`src/rtl/latch_bank_pkg.sv`:
```
// Shared constants and helpers for the latch_bank holding-register array.
// Parity output is enabled by defining LATCH_BANK_PARITY_EN.
package latch_bank_pkg;

    localparam int WIDTH_DEF       = 8;
    localparam int CHANNELS_DEF    = 4;
    localparam int HOLD_CYCLES_DEF = 0;

    // Hold-off counter width; a zero hold still keeps a 1-bit counter.
    function automatic int cnt_width(input int hold);
        return (hold < 1) ? 1 : $clog2(hold + 1);
    endfunction

    typedef logic [cnt_width(HOLD_CYCLES_DEF)-1:0] hold_cnt_t;

endpackage

```
`src/rtl/latch_bank_chan.sv`:
```
// One holding channel: held value, sticky changed flag, post-load hold-off counter.
// Optional parity bit when LATCH_BANK_PARITY_EN is defined.
module latch_bank_chan
    import latch_bank_pkg::*;
#(
    parameter int WIDTH       = WIDTH_DEF,
    parameter int HOLD_CYCLES = HOLD_CYCLES_DEF
) (
    input  logic             clk,
    input  logic             reset,
    input  logic             clear,
    input  logic             en,
    input  logic [WIDTH-1:0] data,
    input  logic             ack,
    output logic [WIDTH-1:0] q,
    output logic             changed,
    output logic             locked
`ifdef LATCH_BANK_PARITY_EN
    ,
    output logic             q_par
`endif
);

    localparam int CW = cnt_width(HOLD_CYCLES);
    localparam logic [CW-1:0] HOLD_VAL = CW'(HOLD_CYCLES);
    localparam logic [CW-1:0] CNT_ONE  = CW'(1);

    logic [CW-1:0] cnt;
    logic          load;

    assign load   = en && (cnt == '0);
    assign locked = (cnt != '0);

    always_ff @(posedge clk or posedge reset) begin
        if (reset) begin
            q       <= '0;
            changed <= 1'b0;
            cnt     <= '0;
        end else if (clear) begin
            q       <= '0;
            changed <= 1'b0;
            cnt     <= '0;
        end else begin
            if (load) begin
                q   <= data;
                cnt <= HOLD_VAL;
            end else if (cnt != '0) begin
                cnt <= cnt - CNT_ONE;
            end
            // A differing load on the same edge as ack keeps the flag set.
            if (load && (data != q))
                changed <= 1'b1;
            else if (ack)
                changed <= 1'b0;
        end
    end

`ifdef LATCH_BANK_PARITY_EN
    always_ff @(posedge clk or posedge reset) begin
        if (reset)
            q_par <= 1'b0;
        else if (clear)
            q_par <= 1'b0;
        else if (load)
            q_par <= ^data;
    end
`endif

endmodule

```
`src/rtl/latch_bank.sv`:
```
// Array of CHANNELS independent holding registers with change flags and hold-off.
// Defining LATCH_BANK_PARITY_EN adds the per-channel q_par output.
module latch_bank
    import latch_bank_pkg::*;
#(
    parameter int WIDTH       = WIDTH_DEF,
    parameter int CHANNELS    = CHANNELS_DEF,
    parameter int HOLD_CYCLES = HOLD_CYCLES_DEF
) (
    input  logic                      clk,
    input  logic                      reset,
    input  logic                      clear,
    input  logic [CHANNELS-1:0]       en,
    input  logic [CHANNELS*WIDTH-1:0] data,
    input  logic [CHANNELS-1:0]       ack,
    output logic [CHANNELS*WIDTH-1:0] q,
    output logic [CHANNELS-1:0]       changed,
    output logic [CHANNELS-1:0]       locked
`ifdef LATCH_BANK_PARITY_EN
    ,
    output logic [CHANNELS-1:0]       q_par
`endif
);

    for (genvar c = 0; c < CHANNELS; c++) begin : g_chan
        latch_bank_chan #(
            .WIDTH       (WIDTH),
            .HOLD_CYCLES (HOLD_CYCLES)
        ) u_chan (
            .clk     (clk),
            .reset   (reset),
            .clear   (clear),
            .en      (en[c]),
            .data    (data[c*WIDTH +: WIDTH]),
            .ack     (ack[c]),
            .q       (q[c*WIDTH +: WIDTH]),
            .changed (changed[c]),
            .locked  (locked[c])
`ifdef LATCH_BANK_PARITY_EN
            ,
            .q_par   (q_par[c])
`endif
        );
    end

endmodule

```
`config.mk`:
```
export PLATFORM = sky130hd
export DESIGN_NAME = latch_bank
export DESIGN_NICKNAME = d
export VERILOG_FILES = /design/src/rtl/latch_bank_pkg.sv /design/src/rtl/latch_bank_chan.sv /design/src/rtl/latch_bank.sv
export SDC_FILE = /design/constraint.sdc
export NUM_CORES = 1
export LEC_CHECK = 0
export ABC_AREA = 1
export CAP_MARGIN = 20
export CORE_MARGIN = 4
export CORE_UTILIZATION = 43
export DETAILED_ROUTE_END_ITERATION = 12
export PLACE_DENSITY = 0.9
export REMOVE_ABC_BUFFERS = 1
export SYNTH_ARGS = -nofsm -noshare
export SYNTH_HDL_FRONTEND = slang
export SYNTH_SLANG_ARGS = --single-unit
export TNS_END_PERCENT = 5
```
`constraint.sdc`:
```
create_clock -name clk -period 1.3 [get_ports clk]
set_clock_uncertainty 0.2 [all_clocks]
set_input_delay 0.26 -clock clk [delete_from_list [all_inputs] [get_ports clk]]
set_output_delay 0.26 -clock clk [all_outputs]
set_load 0.02 [all_outputs]
```
==> results of run 1 <==
-- logic make-up after synthesis --
family / count (synthesis) / synth area share
AND/OR/NAND/NOR: 143 / 0.305
XOR/XNOR: 12 / 0.0512
other: 1 / 0.00183
flip-flops: 36 / 0.439
buffers and inverters: 60 / 0.141
AO/OA/AOI/OAI: 20 / 0.0610
-- metrics by stage --
stage          setup WS, ns  utilization  instance area (um2)  setup TNS (ns)  total power, mW
6_report            -0.0483        0.733                 3280          -0.219             2.88
5_1_grt              -0.139        0.733                 3280           -1.46             3.02
4_1_cts             -0.0730        0.704                 3150          -0.325             2.84
3_5_place_dp         -0.313        0.718                 3210          -12.37             2.09
3_3_place_gp         -0.242        0.718                 3210          -11.31             2.06
2_1_floorplan        0.0358            -                 1970               0             1.60
-- placed cells by master, fill, tap and decap left out, drive strengths merged --
master	instances
xnor2	12
buf	85
dfrtp	36
conb	4
inv	50
nand3	16
nand3b	1
nand2	111
nor2	15
o22ai	20
clkdlybuf4s50	42
clkbuf	8
-- power by group --
part | switching, mW | internal (mW)
logic | 0.422 | 0.419
clock network | 0.371 | 0.432
registers | 0.0482 | 1.19
-- worst max-delay path, stage by stage (launching register included) --
cell and delay (ns):
dfrtp_1 0.40, buf_6 0.13, xnor2_2 0.13, nand2_1 0.09, nor2_2 0.11, nand2_1 0.07
nand2_1 0.07, nand2_1 0.05
-- path summary, 6_finish.rpt --
kind,from,end,slack [ns],cells after the start
max reg2reg,g_chan[3].u_chan.q[6]$_DFFE_PP0P_,g_chan[3].u_chan.changed$_DFFE_PP0P_,-0.05,7
min,reset,g_chan[1].u_chan.changed$_DFFE_PP0P_,0.17,3
max in group asynchronous,reset,g_chan[2].u_chan.q[1]$_DFFE_PP0P_,0.59,3
min in group clk,g_chan[0].u_chan.changed$_DFFE_PP0P_,g_chan[0].u_chan.changed$_DFFE_PP0P_,0.30,2
min reg2reg,g_chan[0].u_chan.changed$_DFFE_PP0P_,g_chan[0].u_chan.changed$_DFFE_PP0P_,0.30,2
max,g_chan[3].u_chan.q[6]$_DFFE_PP0P_,g_chan[3].u_chan.changed$_DFFE_PP0P_,-0.05,7
-- area by class of cell --
| type | instances | area [um2] | area share |
|---|---|---|---|
| Sequential cell | 36 | 901 | 0.275 |
| Clock buffer | 8 | 90.1 | 0.0275 |
| Inverter | 50 | 203 | 0.0618 |
| Timing Repair Buffer | 127 | 1080 | 0.330 |
| Multi-Input combinational cell | 179 | 938 | 0.286 |
| Tap cell | 52 | 65.1 | 0.0198 |
-- flip-flops by register name, indices dropped and copies added, names as in the netlist --
signal,cells
g_chan.u_chan.q,32
g_chan.u_chan.changed,4
-- what timing repair did --
item	in CTS	in global routing
resized for setup	150	39
setup endpoints to repair	41	48
pin swaps	4	18
setup buffers	0	1
-- per-layer routing --
| layer | global-route usage | up-vias | wire [um] |
|---|---|---|---|
| li1 | - | 1071 | - |
| met1 | 0.216 | 984 | 2350 |
| met2 | 0.375 | 69 | 3200 |
| met3 | 0.0504 | 10 | 334 |
| met4 | 0.0445 | 0 | 65 |
| met5 | 0 | - | 0 |
==> reports/qor.txt, run 1 <==
Initial Utilization - 0.459
Num Clock Sinks - 36
Number of global-route vias before repair - 2151
Final setup vio count - 12
Ys async rst share - 1.00
Post-synth top cells - nand2_1, inv_1, dfrtp_1
Skew-Pair Late Insertion Delay - 0.27 ns
TritonRoute pass-1 iters - 4
Most frequent cell after synthesis - nand2_1
DR vias/cell - 4.72
Initial detailed-routing violation count - 72
Die Span Y - 77.1 um
Net count, final - 442
Largest net degree at the start of global routing - 21
Fillers - 340
Share of cells above drive strength 1 - 0.305
IO Pins - 83
GRT overflow - 0
Syn. warnings - 0
Unrepaired setup endpoints after global routing - true
H-tree depth - 2
Register area share after synthesis - 0.439
P per Cell Area - 877 nW/um2
Synth Instances - 272
Dpl cells - 443
Crit Path Class - flip-flop to flip-flop
Crit path DAT - 1.32 ns
Number of synthesized flops with an enable pin - 0
Die width - 77.1 um
Final WS setup - -0.0483 ns
Startpoint Class - flip-flop
Inserted Diodes - 0
PortBufs - 78
Layout area overhead - 59.9%
Core area - 4470 um2
Total wire length - 5950 um
Synth area leaders - dfrtp_1, nand2_1, inv_1
CP required - 1.27 ns
Worst VDD drop - 0.508 mV
Die area - 5940 um2
Detailed Place HPWL - 4580 um
Min-delay worst type - primary input to async pin
Slew Viols, Final - 0
CP Capture Type - flip-flop
Main synth FF type - dfrtp_1
Leakage - 1.80 nW
Hold Violations, Final - 0
Violated checks - setup timing
Global-route usage over all layers - 0.196
Post-route DRC - 0
Initial antenna violation count - 0
Routed Antenna Nets - 0
Max-cap violation count - 0
Num CTS Buffers - 5
Status - complete, but fails checks
Clk buf depth - 2
Mean area per synthesized cell - 7.54 um2
First-pass GRT wire length - 9540 um
Wire per inst - 13.2 um
Synth Cell Area - 2050 um2
Clock period minus worst slack - 1.35 ns
Non-filler cells, final - 452
Tightest hold margin - 0.166 ns
Cell at the root of the clock tree - clkbuf_8
Final worst path period share - 1.04
Vias - 2134
Peak Freq - 742 MHz
Synthesized flop and latch total - 36
Clk pin slew, worst setup/hold paths - 0.07 ns
Hold-fix buffers, CTS - 0
# rows - 24
Worst-path fanout max - 2
GPL Wtd Cong - 0.790
Yosys cell types - 17
Share of the synthesized area in the top cell type - 0.439
CTS tree - yes
Yosys top cell by area - dfrtp_1
(Power assumes the default switching activity.)
==> run 2, diff against run 1 <==
--- a/config.mk
+++ b/config.mk
@@ -7,8 +7,10 @@
 export LEC_CHECK = 0
 export ABC_AREA = 1
 export CAP_MARGIN = 20
+export CELL_PAD_IN_SITES_DETAIL_PLACEMENT = 1
+export CELL_PAD_IN_SITES_GLOBAL_PLACEMENT = 2
 export CORE_MARGIN = 4
-export CORE_UTILIZATION = 43
+export CORE_UTILIZATION = 23
 export DETAILED_ROUTE_END_ITERATION = 12
 export PLACE_DENSITY = 0.9
 export REMOVE_ABC_BUFFERS = 1
==> reports/qor.txt, run 2 (same netlist as run 1, synthesis figures left out) <==
Detailed Place HPWL - 5230 um
Max reg flops - 32
Biggest regs - g_chan.u_chan.q (32), g_chan.u_chan.changed (4)
TritonRoute pass-1 iters - 3
Net count, final - 455
Worst stage delay on the critical path - 0.39 ns
GPL Wtd Cong - 0.784
Clock period minus worst slack - 1.35 ns
Post-route DRC - 0
Final worst path period share - 1.03
Levels on crit path - 9
Num Clock Sinks - 36
Most common cell after layout, fill and taps aside - nand2_1
Initial antenna violation count - 0
Initial detailed-routing violation count - 26
Worst setup path endpoint - g_chan[2].u_chan.changed$_DFFE_PP0P_
Dpl ws - -0.327 ns
Die area - 10500 um2
DR vias/cell - 4.20
Violated checks - setup timing
Fillers - 1079
R2R cell count - 9
Status - complete, but fails checks
Final setup vio count - 23
Tightest hold margin - 0.113 ns
Initial Utilization - 0.235
H-tree depth - 2
Slew Viols, Final - 0
Unrepaired setup endpoints after global routing - true
Global-route usage over all layers - 0.130
Die Span Y - 102 um
Crit-path most repeated cell - nand2_1
IO Pins - 83
CP top delay family - simple AND/OR/NAND/NOR gates
Cell at the root of the clock tree - clkbuf_8
Largest net degree at the start of global routing - 37
R2r endpoint - g_chan[2].u_chan.changed$_DFFE_PP0P_
Crit path DAT - 1.32 ns
Routed Antenna Nets - 0
P per Cell Area - 840 nW/um2
Commonest cells after routing, fill and taps aside - nand2_1, buf_4, clkdlybuf4s50_1
Max-cap violation count - 0
Startpoint Class - flip-flop
Worst-path fanout max - 2
Share of cells above drive strength 1 - 0.350
Core area - 8720 um2
CP bufs+invs - 2
Worst VDD drop - 0.309 mV
Num CTS Buffers - 5
Peak Freq - 743 MHz
CTS tree - yes
Critical Path Source - g_chan[2].u_chan.q[1]$_DFFE_PP0P_
Register area - 901 um2
Min-delay worst type - primary input to async pin
Crit Path Class - flip-flop to flip-flop
Final WS setup - -0.0453 ns
# rows - 34
Multi-input gate area - 965 um2
Crit Reg-Reg Startpoint - g_chan[2].u_chan.q[1]$_DFFE_PP0P_
R2R Setup Slk - -0.05 ns
CP Capture Type - flip-flop
GRT overflow - 0
Vias - 2185
Cell breakdown of the critical path - buf_6, inv_2, nand2_1, nand2_1, nand3_2, nor2_2, nand2_1, nand2_1, nand2_1
Total wire length - 6770 um
CP required - 1.28 ns
Layout area overhead - 67.8%
Die width - 102 um
Leakage - 1.86 nW
Slowest CP cell - dfrtp_1
Clk buf depth - 2
TNS Setup - -0.264 ns
Dpl cells - 511
Wire per inst - 13.0 um
Non-filler cells, final - 520
Total power - 2.89 mW
First-pass GRT wire length - 10800 um
Skew-Pair Late Insertion Delay - 0.28 ns
PortBufs - 78
Clk pin slew, worst setup/hold paths - 0.08 ns
Hold Violations, Final - 0
Top reg by flops - g_chan.u_chan.q
Inserted Diodes - 0
Number of global-route vias before repair - 2370
[run 2: cell count changes in the layout (fill, tap and decap cells not counted), moves of 2 or more]
| cell | delta |
|---|---|
| buf_2 | +2 |
| buf_4 | +11 |
| inv_1 | -2 |
| inv_2 | +4 |
| inv_4 | -2 |
| nor2_1 | -3 |
| nor2_2 | +3 |
| o22ai_1 | -3 |
| o22ai_2 | +3 |
[run 2: stage by stage]
step | util | cell area, um2
after floorplan | - | 1970
after global placement | 0.385 | 3360
after detailed placement | 0.385 | 3360
after CTS | 0.380 | 3320
after global routing | 0.395 | 3440
final | 0.395 | 3440
[run 2: final cells by class]
class                   instances  area share
clock buffers                   6      0.0211
clock inverters                 1     0.00145
inverters                      50      0.0574
multi-input cells             179       0.280
flip-flops and latches         36       0.262
well taps                     108      0.0392
repair buffers                140       0.339
[run 2: per-layer routing]
| metal | track usage | vias to the layer above | routed length, um |
|---|---|---|---|
| li1 | - | 1094 | - |
| met1 | 0.159 | 1038 | 2790 |
| met2 | 0.235 | 48 | 3570 |
| met3 | 0.0273 | 5 | 361 |
| met4 | 0.0242 | 0 | 46 |
| met5 | 0 | - | 0 |
[run 2: power breakdown]
part | switching (mW) | internal, mW
Combinational | 0.438 | 0.442
Sequential | 0.0476 | 1.18
Clock | 0.417 | 0.365
Total | 0.903 | 1.99
[run 2: repair_timing]
action | in CTS | in global routing
setup buffers | 1 | 1
endpoints found under the setup margin | 41 | 57
hold buffers | 0 | 0
resized for setup | 159 | 36
pin swaps | 4 | 16
[run 2: worst min path at each step]
stage | startpoint | to | slack (ns) | cells past startpoint
floorplan | data[2] | g_chan[0].u_chan.q[2]$_DFFE_PP0P_ | 0.17 | 2
global placement | g_chan[0].u_chan.changed$_DFFE_PP0P_ | g_chan[0].u_chan.changed$_DFFE_PP0P_ | 0.27 | 2
detailed placement | g_chan[0].u_chan.changed$_DFFE_PP0P_ | g_chan[0].u_chan.changed$_DFFE_PP0P_ | 0.27 | 2
CTS | reset | g_chan[0].u_chan.q[6]$_DFFE_PP0P_ | 0.12 | 3
global route | reset | g_chan[0].u_chan.q[6]$_DFFE_PP0P_ | 0.12 | 3
finish | reset | g_chan[0].u_chan.q[6]$_DFFE_PP0P_ | 0.11 | 3
[run 2: tightest hold or removal path: cells and delay by family]
family,cells,cell delay [ns]
buffers and inverters,3,0.71
==> run 3, diff against run 2 <==
--- a/config.mk
+++ b/config.mk
@@ -6,13 +6,13 @@
 export NUM_CORES = 1
 export LEC_CHECK = 0
 export ABC_AREA = 1
-export CAP_MARGIN = 20
+export CAP_MARGIN = 0
 export CELL_PAD_IN_SITES_DETAIL_PLACEMENT = 1
 export CELL_PAD_IN_SITES_GLOBAL_PLACEMENT = 2
 export CORE_MARGIN = 4
 export CORE_UTILIZATION = 23
 export DETAILED_ROUTE_END_ITERATION = 12
-export PLACE_DENSITY = 0.9
+export PLACE_DENSITY_LB_ADDON = 0.1
 export REMOVE_ABC_BUFFERS = 1
 export SYNTH_ARGS = -nofsm -noshare
 export SYNTH_HDL_FRONTEND = slang
==> reports/qor.txt, run 3 (same netlist as run 1, synthesis figures left out) <==
Fillers - 1090
Cell at the root of the clock tree - clkbuf_8
Crit-path most repeated cell - buf_6
Total wire length - 6210 um
CP required - 0.84 ns
Slew Viols, Final - 0
Register area - 901 um2
Die area - 10500 um2
Initial antenna violation count - 0
Peak Freq - 715 MHz
Crit Path Class - flip-flop to output port
R2R Setup Slk - -0.03 ns
Layout area overhead - 64.5%
Startpoint Class - flip-flop
DR vias/cell - 4.11
Worst-path fanout max - 2
R2R cell count - 9
Die Span Y - 102 um
Post-route cell area - 3380 um2
PortBufs - 78
Num CTS Buffers - 5
Levels on crit path - 2
Worst stage delay on the critical path - 0.41 ns
Number of global-route vias before repair - 2220
Skew-Pair Late Insertion Delay - 0.29 ns
Clk buf depth - 2
GPL Wtd Cong - 0.777
Violated checks - setup timing
Biggest regs - g_chan.u_chan.q (32), g_chan.u_chan.changed (4)
Most common cell after layout, fill and taps aside - nand2_1
R2r endpoint - g_chan[2].u_chan.changed$_DFFE_PP0P_
Largest net degree at the start of global routing - 37
Routed Antenna Nets - 0
First-pass GRT wire length - 10400 um
Final WS setup - -0.0983 ns
CP Capture Type - output port
Max-cap violation count - 0
Worst VDD drop - 0.366 mV
Net count, final - 448
Final core occ - 0.387
Crit Reg-Reg Startpoint - g_chan[2].u_chan.q[1]$_DFFE_PP0P_
Num Clock Sinks - 36
H-tree depth - 2
Cell breakdown of the critical path - buf_6, buf_6
CP top delay family - flip-flops
Status - complete, but fails checks
Global-route usage over all layers - 0.126
Initial detailed-routing violation count - 32
IO Pins - 83
CP bufs+invs - 2
P per Cell Area - 864 nW/um2
Max reg flops - 32
Post-route DRC - 0
Initial Utilization - 0.235
Inserted Diodes - 0
Crit path DAT - 0.94 ns
Clock period minus worst slack - 1.40 ns
Die width - 102 um
Share of cells above drive strength 1 - 0.318
TritonRoute pass-1 iters - 4
Min-delay worst type - primary input to async pin
Detailed Place HPWL - 4980 um
Commonest cells after routing, fill and taps aside - nand2_1, buf_4, clkdlybuf4s50_1
# rows - 34
Top reg by flops - g_chan.u_chan.q
Multi-input gate area - 942 um2
Wire per inst - 12.1 um
Hold-fix buffers, CTS - 0
Slowest CP cell - dfrtp_1
Hold Violations, Final - 0
CTS tree - yes
Critical Path Source - g_chan[1].u_chan.q[6]$_DFFE_PP0P_
Unrepaired setup endpoints after global routing - true
Area after DPL - 3310 um2
Clk pin slew, worst setup/hold paths - 0.08 ns
Vias - 2111
Leakage - 1.83 nW
GRT overflow - 0
Final worst path period share - 1.08
Final setup vio count - 18
Core area - 8720 um2
## run 3: changes by cell type in the layout (fill, tap and decap cells not counted), moves of 2 or more
cell | previous run | this run
xnor2_2 | 5 | 7
buf_6 | 15 | 13
o22ai_1 | 16 | 20
xnor2_1 | 7 | 5
nand2_2 | 7 | 4
o22ai_2 | 4 | 0
nand2_1 | 104 | 107
inv_2 | 11 | 8
inv_1 | 37 | 41
buf_4 | 53 | 49
## run 3: timing repair
action / in CTS / in global routing
setup endpoints to repair: 40 / 56
hold endpoints to repair: 0 / 0
resized for setup: 156 / 27
pin swaps: 5 / 11
buffers inserted: 0 / 2
## run 3: area by class of cell
cell class / count / area share
clock buffers: 6 / 0.0245
clock inverters: 2 / 0.00297
inverters: 50 / 0.0578
multi-input cells: 179 / 0.279
flip-flops and latches: 36 / 0.267
well taps: 108 / 0.0400
repair buffers: 133 / 0.329
## run 3: tightest hold or removal path, delay by kind of cell
kind	cells	cell delay [ns]
buffers and inverters	3	0.71
## run 3: worst max path at each step
stage / to / slack [ns]
floorplan: g_chan[0].u_chan.changed$_DFFE_PP0P_ / 0.04
finish: q[14] / -0.1
global route: g_chan[1].u_chan.changed$_DFFE_PP0P_ / -0.16
CTS: g_chan[2].u_chan.changed$_DFFE_PP0P_ / -0.08
global placement: g_chan[2].u_chan.changed$_DFFE_PP0P_ / -0.27
detailed placement: g_chan[2].u_chan.q[1]$_DFFE_PP0P_ / -0.31
## run 3: metal layers
| metal | part of all wire | GRT usage | vias to the layer above |
|---|---|---|---|
| met5 | 0 | 0 | - |
| met1 | 0.44 | 0.165 | 971 |
| li1 | - | - | 1081 |
| met2 | 0.48 | 0.205 | 53 |
| met4 | 0.010 | 0.0303 | 0 |
| met3 | 0.066 | 0.0348 | 6 |
## run 3: through the flow
| step | setup slack, ns | total power [mW] | cells | hold slack (ns) | TNS, ns |
|---|---|---|---|---|---|
| final | -0.0983 | 2.92 | 514 | 0.122 | -0.349 |
| after global routing | -0.156 | 3.10 | 514 | 0.144 | -2.38 |
| after CTS | -0.0815 | 2.93 | 512 | 0.125 | -0.818 |
| after detailed placement | -0.309 | 2.11 | 504 | 0.299 | -13.74 |
| after global placement | -0.275 | 2.09 | 504 | 0.299 | -12.60 |
| after floorplan | 0.0358 | 1.60 | 265 | 0.170 | 0 |
## run 3: power by group
part	internal, mW	total (mW)	switching, mW
combinational	0.423	0.839	0.416
clock	0.424	0.845	0.421
sequential	1.18	1.23	0.0472
